File: config.mk
export PLATFORM = sky130hd
export DESIGN_NAME = wb_queue
export DESIGN_NICKNAME = d
export VERILOG_FILES = /design/src/rtl/wb_queue.sv
export SDC_FILE = /design/constraint.sdc
export NUM_CORES = 1
export LEC_CHECK = 0
export CAP_MARGIN = 0
export CORE_MARGIN = 1
export CORE_UTILIZATION = 35
export DETAILED_ROUTE_END_ITERATION = 6
export SYNTH_ARGS = -nofsm -noshare
export SYNTH_HDL_FRONTEND = slang
export SYNTH_SLANG_ARGS = --single-unit
File: constraint.sdc
create_clock -name clk -period 2.99 [get_ports clk]
set_input_delay 0.7475 -clock clk [delete_from_list [all_inputs] [get_ports clk]]
set_output_delay 0.7475 -clock clk [all_outputs]
set_load 0.03 [all_outputs]
File: src/rtl/wb_queue.sv
// Write-back queue: FIFO of pending (rd, data) register-file writes, drained one per cycle.
// Optional read bypass (hit/fwd per read port) is compiled in when WB_BYPASS_EN is defined.
module wb_queue #(
  parameter int DEPTH = 4
) (
  input  logic        clk,
  input  logic        rst,
  input  logic        in_valid,
  input  logic [4:0]  in_rd,
  input  logic [31:0] in_data,
  output logic        in_ready,
  input  logic        drain_en,
  output logic        regwr,
  output logic [4:0]  rd,
  output logic [31:0] data,
  input  logic [4:0]  ra,
  input  logic [4:0]  rb,
  output logic        hit_a,
  output logic        hit_b,
  output logic [31:0] fwd_a,
  output logic [31:0] fwd_b,
  output logic        empty
);

  localparam int PW = $clog2(DEPTH);
  localparam int CW = PW + 1;

  logic [4:0]    r_mem_rd   [DEPTH];
  logic [31:0]   r_mem_data [DEPTH];
  logic [PW-1:0] r_head;
  logic [PW-1:0] r_tail;
  logic [CW-1:0] r_count;

  logic w_accept;
  logic w_push;
  logic w_pop;

  assign in_ready = (r_count < CW'(DEPTH));
  assign empty    = (r_count == '0);
  assign w_accept = in_valid && in_ready;
  // Writes to r0 are architecturally meaningless, so they are accepted but never stored.
  assign w_push   = w_accept && (in_rd != 5'd0);
  assign w_pop    = (r_count != '0) && drain_en;

  assign regwr = w_pop;
  assign rd    = w_pop ? r_mem_rd[r_head]   : 5'd0;
  assign data  = w_pop ? r_mem_data[r_head] : 32'd0;

  // NOTE: the entry storage has no reset; r_count alone decides which slots are live,
  // so stale contents are never observable and the array can map onto plain RAM.
  always_ff @(posedge clk) begin
    if (w_push) begin
      r_mem_rd[r_tail]   <= in_rd;
      r_mem_data[r_tail] <= in_data;
    end
  end

  always_ff @(posedge clk) begin
    if (rst) begin
      r_head  <= '0;
      r_tail  <= '0;
      r_count <= '0;
    end else begin
      if (w_push) r_tail <= r_tail + 1'b1;
      if (w_pop)  r_head <= r_head + 1'b1;
      case ({w_push, w_pop})
        2'b10:   r_count <= r_count + 1'b1;
        2'b01:   r_count <= r_count - 1'b1;
        default: r_count <= r_count;
      endcase
    end
  end

`ifdef WB_BYPASS_EN
  // Scan oldest to youngest so the last match wins; the head stays visible while it is written.
  always_comb begin
    hit_a = 1'b0;
    hit_b = 1'b0;
    fwd_a = 32'd0;
    fwd_b = 32'd0;
    for (int i = 0; i < DEPTH; i++) begin
      if (CW'(i) < r_count) begin
        if ((ra != 5'd0) && (r_mem_rd[r_head + PW'(i)] == ra)) begin
          hit_a = 1'b1;
          fwd_a = r_mem_data[r_head + PW'(i)];
        end
        if ((rb != 5'd0) && (r_mem_rd[r_head + PW'(i)] == rb)) begin
          hit_b = 1'b1;
          fwd_b = r_mem_data[r_head + PW'(i)];
        end
      end
    end
  end
`else
  logic w_unused;
  assign w_unused = ^{ra, rb};
  assign hit_a = 1'b0;
  assign hit_b = 1'b0;
  assign fwd_a = 32'd0;
  assign fwd_b = 32'd0;
`endif

endmodule

== After elaboration in Yosys (flattened, before gate mapping) ==
Memories as Yosys holds them, arrays and structs flattened. A register that Yosys moved wholly into a read port is not among the register bits.
Cells that the tools add are included.

* Flip-flop bits (word level): 7
* Latch bits: 0
* Memory bits (writable): 148
* Bits in read-only memories: 0
* Bits of input ports: 51
* Output and inout port bits: 106
* Word-level logic and storage cells: 28
* Memories: 2

{| class="wikitable"
|+ Memories
! name !! words !! width !! read ports !! clocked after memory_dff !! wr ports !! line !! text
|-
| r_mem_data || 4 || 32 || 1 || 1 || 1 || 29 || <nowiki>logic [31:0] r_mem_data [DEPTH];</nowiki>
|-
| r_mem_rd || 4 || 5 || 1 || 1 || 1 || 28 || <nowiki>logic [4:0] r_mem_rd [DEPTH];</nowiki>
|}

* Add/sub/neg operators: 4
* Multipliers: 0
* Div/mod/pow operators: 0
* $lt $le $gt $ge: 1
* Equal/unequal tests: 2
* Shifts and indexed selects: 0
* Multiplexer cells: 9
* Bitwise logic cells: 0
* Reductions and logical operators: 7

{| class="wikitable"
|+ Operators with widths
! kind !! number
|-
| 32-bit 2-to-1 mux || 1
|-
| 2-bit 2-to-1 mux || 4
|-
| 3-bit case mux with 2 select lines || 1
|-
| 5-bit 2-to-1 mux || 1
|-
| 5-bit nonzero test || 1
|-
| 2-bit by 1-bit adder with 2-bit output (second input constant) || 2
|-
| 3-bit by 1-bit adder with 3-bit output (second input constant) || 1
|-
| 1-bit logical AND || 3
|-
| 3-bit zero test || 1
|-
| 3-bit less-than comparator (second input constant) || 1
|-
| 3-bit nonzero test || 1
|-
| 3-bit by 1-bit subtractor with 3-bit output (second input constant) || 1
|-
| 2-bit by 1-bit equality test with 1-bit output (second input constant) || 1
|-
| 2-bit equality test (second input constant) || 1
|-
| 1-bit 2-to-1 mux || 2
|-
| 2-bit nonzero test || 1
|}

== Logic depth before layout (Yosys ltp) ==
Gate-level depths: netlist of the first run.

* Depth after elaboration: 5
* Gate-level depth with buffers: 9
* Mapped depth without buffers: 9

== Worst setup path after synthesis of the first run ==
No wires, ideal clock.

* Path type: input to register
* Start: input port drain_en
* End: register r_count[2]
* Library setup time: 0.070 ns
* Data arrival time: 2.448 ns
* Data required time: 2.920 ns
* Setup slack: 0.472 ns
* Stages: 9
* Buffers on the path: 1
* Cells stage by stage: o31ai_2 > clkbuf_1 > inv_1 > ha_1 > inv_1 > fa_1 > xor2_1 > or3_1 > a21oi_1

* Cells in the longest elaborated chain, start to end: 3
* Elaborated cells between the ends (all ways): 5

{| class="wikitable"
|+ RTL lines
! element !! line !! text
|-
| start: declaration || 12 || <nowiki>input logic drain_en,</nowiki>
|-
| 1-bit logical AND (*) || 43 || <nowiki>assign w_pop = (r_count != '0) && drain_en;</nowiki>
|-
| net regwr || 13 || <nowiki>output logic regwr,</nowiki>
|-
| 2-bit by 1-bit equality test with 1-bit output / 2-bit equality test (equally long branches) || 66 || <nowiki>case ({w_push, w_pop})</nowiki>
|-
| 3-bit case mux with 2 select lines / 2-bit nonzero test (equally long branches) || - ||
|-
| end signal: assignment || 67 || <nowiki>2'b10: r_count <= r_count + 1'b1;</nowiki>
|-
| end signal: assignment || 68 || <nowiki>2'b01: r_count <= r_count - 1'b1;</nowiki>
|-
| end signal: assignment || 69 || <nowiki>default: r_count <= r_count;</nowiki>
|-
| end: declaration || 32 || <nowiki>logic [CW-1:0] r_count;</nowiki>
|}

Mark *: on every way through the listed nets, which the timed path passes. The rest lies on a longest branch.
A chain may end at the register's enable or synchronous reset.

== Final worst setup path of the first run ==
* Start: input port drain_en
* End: output port regwr

* Cells in the longest elaborated chain, start to end: 1

{| class="wikitable"
|+ RTL lines
! element !! line
|-
| 1-bit logical AND || 43
|-
| end: declaration || 13
|}

Every way passes these cells.

==> results of run 1 <==
## per-stage QoR
stage	setup TNS (ps)	cell area [µm²]	setup WS, ps
5_1_grt	0	8100	3.23
3_5_place_dp	-18.8	7570	-18.8
4_1_cts	0	8100	56.6
6_report	0	8100	81.7
2_1_floorplan	0	6840	472
3_3_place_gp	0	7570	67.4
## power by group through the flow
| stage | registers [W] | logic, W | clock network, W |
|---|---|---|---|
| 6_report | 0.00279 | 0.00214 | 0.00194 |
| 5_1_grt | 0.00282 | 0.00229 | 0.00207 |
| 3_3_place_gp | 0.00283 | 0.00217 | 0 |
| 3_5_place_dp | 0.00284 | 0.00218 | 0 |
| 4_1_cts | 0.00280 | 0.00219 | 0.00200 |
| 2_1_floorplan | 0.00277 | 0.00152 | 0 |
## cells in the final DEF (no fill, tap or decap), types with 2 or more instances in the layout
master	netlist	routed
edfxtp_1	148	148
conb_1	1	66
buf_4	66	47
clkdlybuf4s50_1	0	43
mux4_2	37	37
nor2b_1	37	37
clkbuf_16	0	17
buf_12	0	11
inv_1	10	10
nor2_1	7	7
dfxtp_1	9	7
ha_1	5	5
and2_2	0	4
xor2_1	4	4
a21oi_1	3	3
clkinv_1	0	3
clkinv_2	0	3
nor3_1	2	2
a2111oi_0	2	2
and4_1	2	2
a311o_1	2	2
dfxtp_2	0	2
clkbuf_1	3	2
clkinvlp_4	0	2
inv_6	0	2
## metal layers
metal,part of all wire,global-route usage,vias up,wire length (µm)
met5,0,0,-,0
met3,0.063,0.0430,18,743
met4,0.016,0.0561,0,184
met1,0.40,0.151,1633,4730
li1,-,-,1446,-
met2,0.52,0.226,136,6200
## flip-flops by register name (all words and copies together), names as in the netlist, named ones only
signal and cells:
r_count 3, r_head 2, r_mem_data 128, r_mem_rd 20
r_tail 2
## path summary, 6_finish.rpt
path	from	end	slack, ps	cells past startpoint
worst min-delay path	r_head[1]	flop	540	2
worst max register to register	r_count[2]	r_count[2]	840	9
worst min register to register	r_head[1]	flop	540	2
worst max-delay path	drain_en	regwr	80	4
## logic make-up (layout without fill, tap and decap cells)
logic type	Yosys count	count (layout)
AO/OA/AOI/OAI	10	10
buffers and inverters	89	142
XOR/XNOR	4	4
AND/OR/NAND/NOR	54	54
other	1	66
adder cells (fa/ha/maj)	6	6
multiplexers	37	37
flip-flops	157	157
## layout make-up
cell class / instances / area, µm² / area share
clock buffer: 19 / 433 / 0.0535
tap: 229 / 287 / 0.0354
multi-input combinational: 177 / 1610 / 0.199
clock inverter: 12 / 97.6 / 0.0121
timing repair buffer: 101 / 1000 / 0.124
sequential: 157 / 4630 / 0.571
inverter: 10 / 37.5 / 0.00463
## critical path, delay by kind of cell
| family | cells | cell delay [ps] |
|---|---|---|
| buffers and inverters | 3 | 1310 |
| AOI/OAI and AO/OA | 1 | 110 |
==> metrics.md, run 1 <==
| Metric | Value |
|---|---|
| Psw | `0.00209 W` |
| Top-count cell post-synth | `edfxtp_1` |
| CP Launch Type | `primary input` |
| # DRC | `0` |
| Req. time, crit path | `about 2200 ps` |
| TritonRoute pass-1 iters | `4` |
| Sw Ratio | `0.304` |
| Setup repair bufs after CTS | `0` |
| Pint | `between 0.004 and 0.005 W` |
| Initial antenna violation count | `0` |
| Fin util | `0.445` |
| Root buffer cell | `clkbuf_16` |
| Post-synthesis register bit count | `between 150 and 200` |
| Crit-path max cell delay | `680 ps` |
| Sequential power share | `0.406` |
| Comb pwr share | `0.311` |
| Cts repair resizes | `0` |
| DRT iter0 DRCs | `about 140` |
| Main synth FF type | `edfxtp_1` |
| Post-route minimum period | `between 2000 and 3000 ps` |
| Area contributors post-synth | `edfxtp_1 (67%), mux4_2 (13%), buf_4 (7.5%)` |
| Post-synthesis xor/xnor area fraction | `0.00531` |
| Clk Latency, worst-skew pair | `approximately 420 ps` |
| Peak Freq | `344 MHz` |
| Layout area overhead | `22.7%` |
| Cell chain of the critical path | `clkdlybuf4s50_1, o31ai_4, inv_1, clkdlybuf4s50_1` |
| Total congestion overflow | `0` |
| Yosys top cell by area | `edfxtp_1` |
| CTS Hold Buffers Added | `0` |
| Synthesized cell area | `around 6600 µm²` |
| Width of the die | `roughly 140 µm` |
| Crit end category | `primary output` |
| N_diodes | `0` |
| Status | `finished, final reports clean` |
| WL/cell | `about 17 µm` |
| Critical Path AT | `approximately 2200 ps` |
| Dpl cells | `around 670` |
| CTS tree | `done` |
| Worst path most repeated cell | `clkdlybuf4s50_1` |
| Number of synthesized flops with an enable pin | `about 150` |
| Initial core utilization | `0.362` |
| Post-synthesis adder-cell area fraction | `0.0125` |
| Synth Warn # | `0` |
| Share of the clock period used by the worst path | `0.973` |
| Mux cell area share after synthesis | `0.126` |
| Mean post-synth cell area | `approximately 18 µm²` |
| Clock Tree Buf Depth | `2` |
| Post-Route WL | `11,900 µm` |
| Finished Layout Cells | `705` |
| Worst-path clk slew | `about 60 ps` |
| Core Rows | `49` |
| Compound-gate portion of the synthesized area | `0.0119` |
| Final number of hold-violating endpoints | `0` |
| Core ar. | `18,200 µm²` |
| Async SR Flop Fraction | `0` |
| Filler cells | `1,586` |
| Slew Limit Fails | `0` |
| Clock sinks | `around 160` |
| Post-DP HPWL | `about 7300 µm` |
| H-tree depth | `4` |
| Crit Path Class | `primary input to primary output` |
| Max-cap viol count | `0` |
| Vias in the first global route | `~3,400` |
| Gr usage total | `0.132` |
| Worst IR Drop VDD | `roughly 0.37 mV` |
| Synth unique cells | `26` |
| Critical Path Fanout Max | `2` |
| Buffers added on ports | `80` |
| Net count, final | `521` |
| Cts bufs inserted | `17` |
| Largest net degree at the start of global routing | `39` |
| Share of layout cells above drive strength 1 | `0.269` |
| Largest family of logic cells by synthesized area | `multiplexers` |
| Overall Power | `between 0.006 and 0.007 W` |
| First-pass GRT wire length | `around 18,000 µm` |
| RePlAce Congestion | `between 0.6 and 0.7` |
| Hold Path Class | `flop to flop` |
| PwrDens | `848 nW/µm²` |
| Synth cell count leaders | `edfxtp_1 (148), buf_4 (66), mux4_2 (37), nor2b_1 (37), inv_1 (10)` |
| Die Area | `between 15,000 and 20,000 µm²` |
| Simple-Gate Fraction of Synth Area | `0.0489` |
| Register area share after synthesis | `0.701` |
| Clock share of power | `0.283` |
| Crit path max-delay cell type | `clkdlybuf4s50_1` |
| DR vias | `about 3,200` |
| Area share of the largest cell type after synthesis | `0.673` |
| Final Skew | `8.25 ps` |
| RSZ-0062 raised after global routing | `false` |
| Via-to-Cell Ratio | `4.59` |
| Chip height | `139 µm` |
| Final setup viols | `0` |
| Worst hold slack | `544 ps` |
| IO Pins | `~160` |
| Syn Inst Count | `358` |
| LEAKAGE | `about 2.8 nW` |
| DRT antenna net count | `0` |
Power figures use the tool's default switching activity.
==> run 2: changes to the inputs <==
--- a/config.mk
+++ b/config.mk
@@ -5,10 +5,10 @@
 export SDC_FILE = /design/constraint.sdc
 export NUM_CORES = 1
 export LEC_CHECK = 0
-export CAP_MARGIN = 0
 export CORE_MARGIN = 1
 export CORE_UTILIZATION = 35
 export DETAILED_ROUTE_END_ITERATION = 6
+export SKIP_CTS_REPAIR_TIMING = 1
 export SYNTH_ARGS = -nofsm -noshare
 export SYNTH_HDL_FRONTEND = slang
 export SYNTH_SLANG_ARGS = --single-unit
==> results of run 2 <==
No change in the layout: final DEF, timing and power equal those of run 1.
==> run 3: changes to the inputs <==
--- a/config.mk
+++ b/config.mk
@@ -7,6 +7,7 @@
 export LEC_CHECK = 0
 export CORE_MARGIN = 1
 export CORE_UTILIZATION = 35
+export CTS_CLUSTER_DIAMETER = 30
 export DETAILED_ROUTE_END_ITERATION = 6
 export SKIP_CTS_REPAIR_TIMING = 1
 export SYNTH_ARGS = -nofsm -noshare
==> results of run 3 <==
No change in the layout: final DEF, timing and power equal those of run 1.
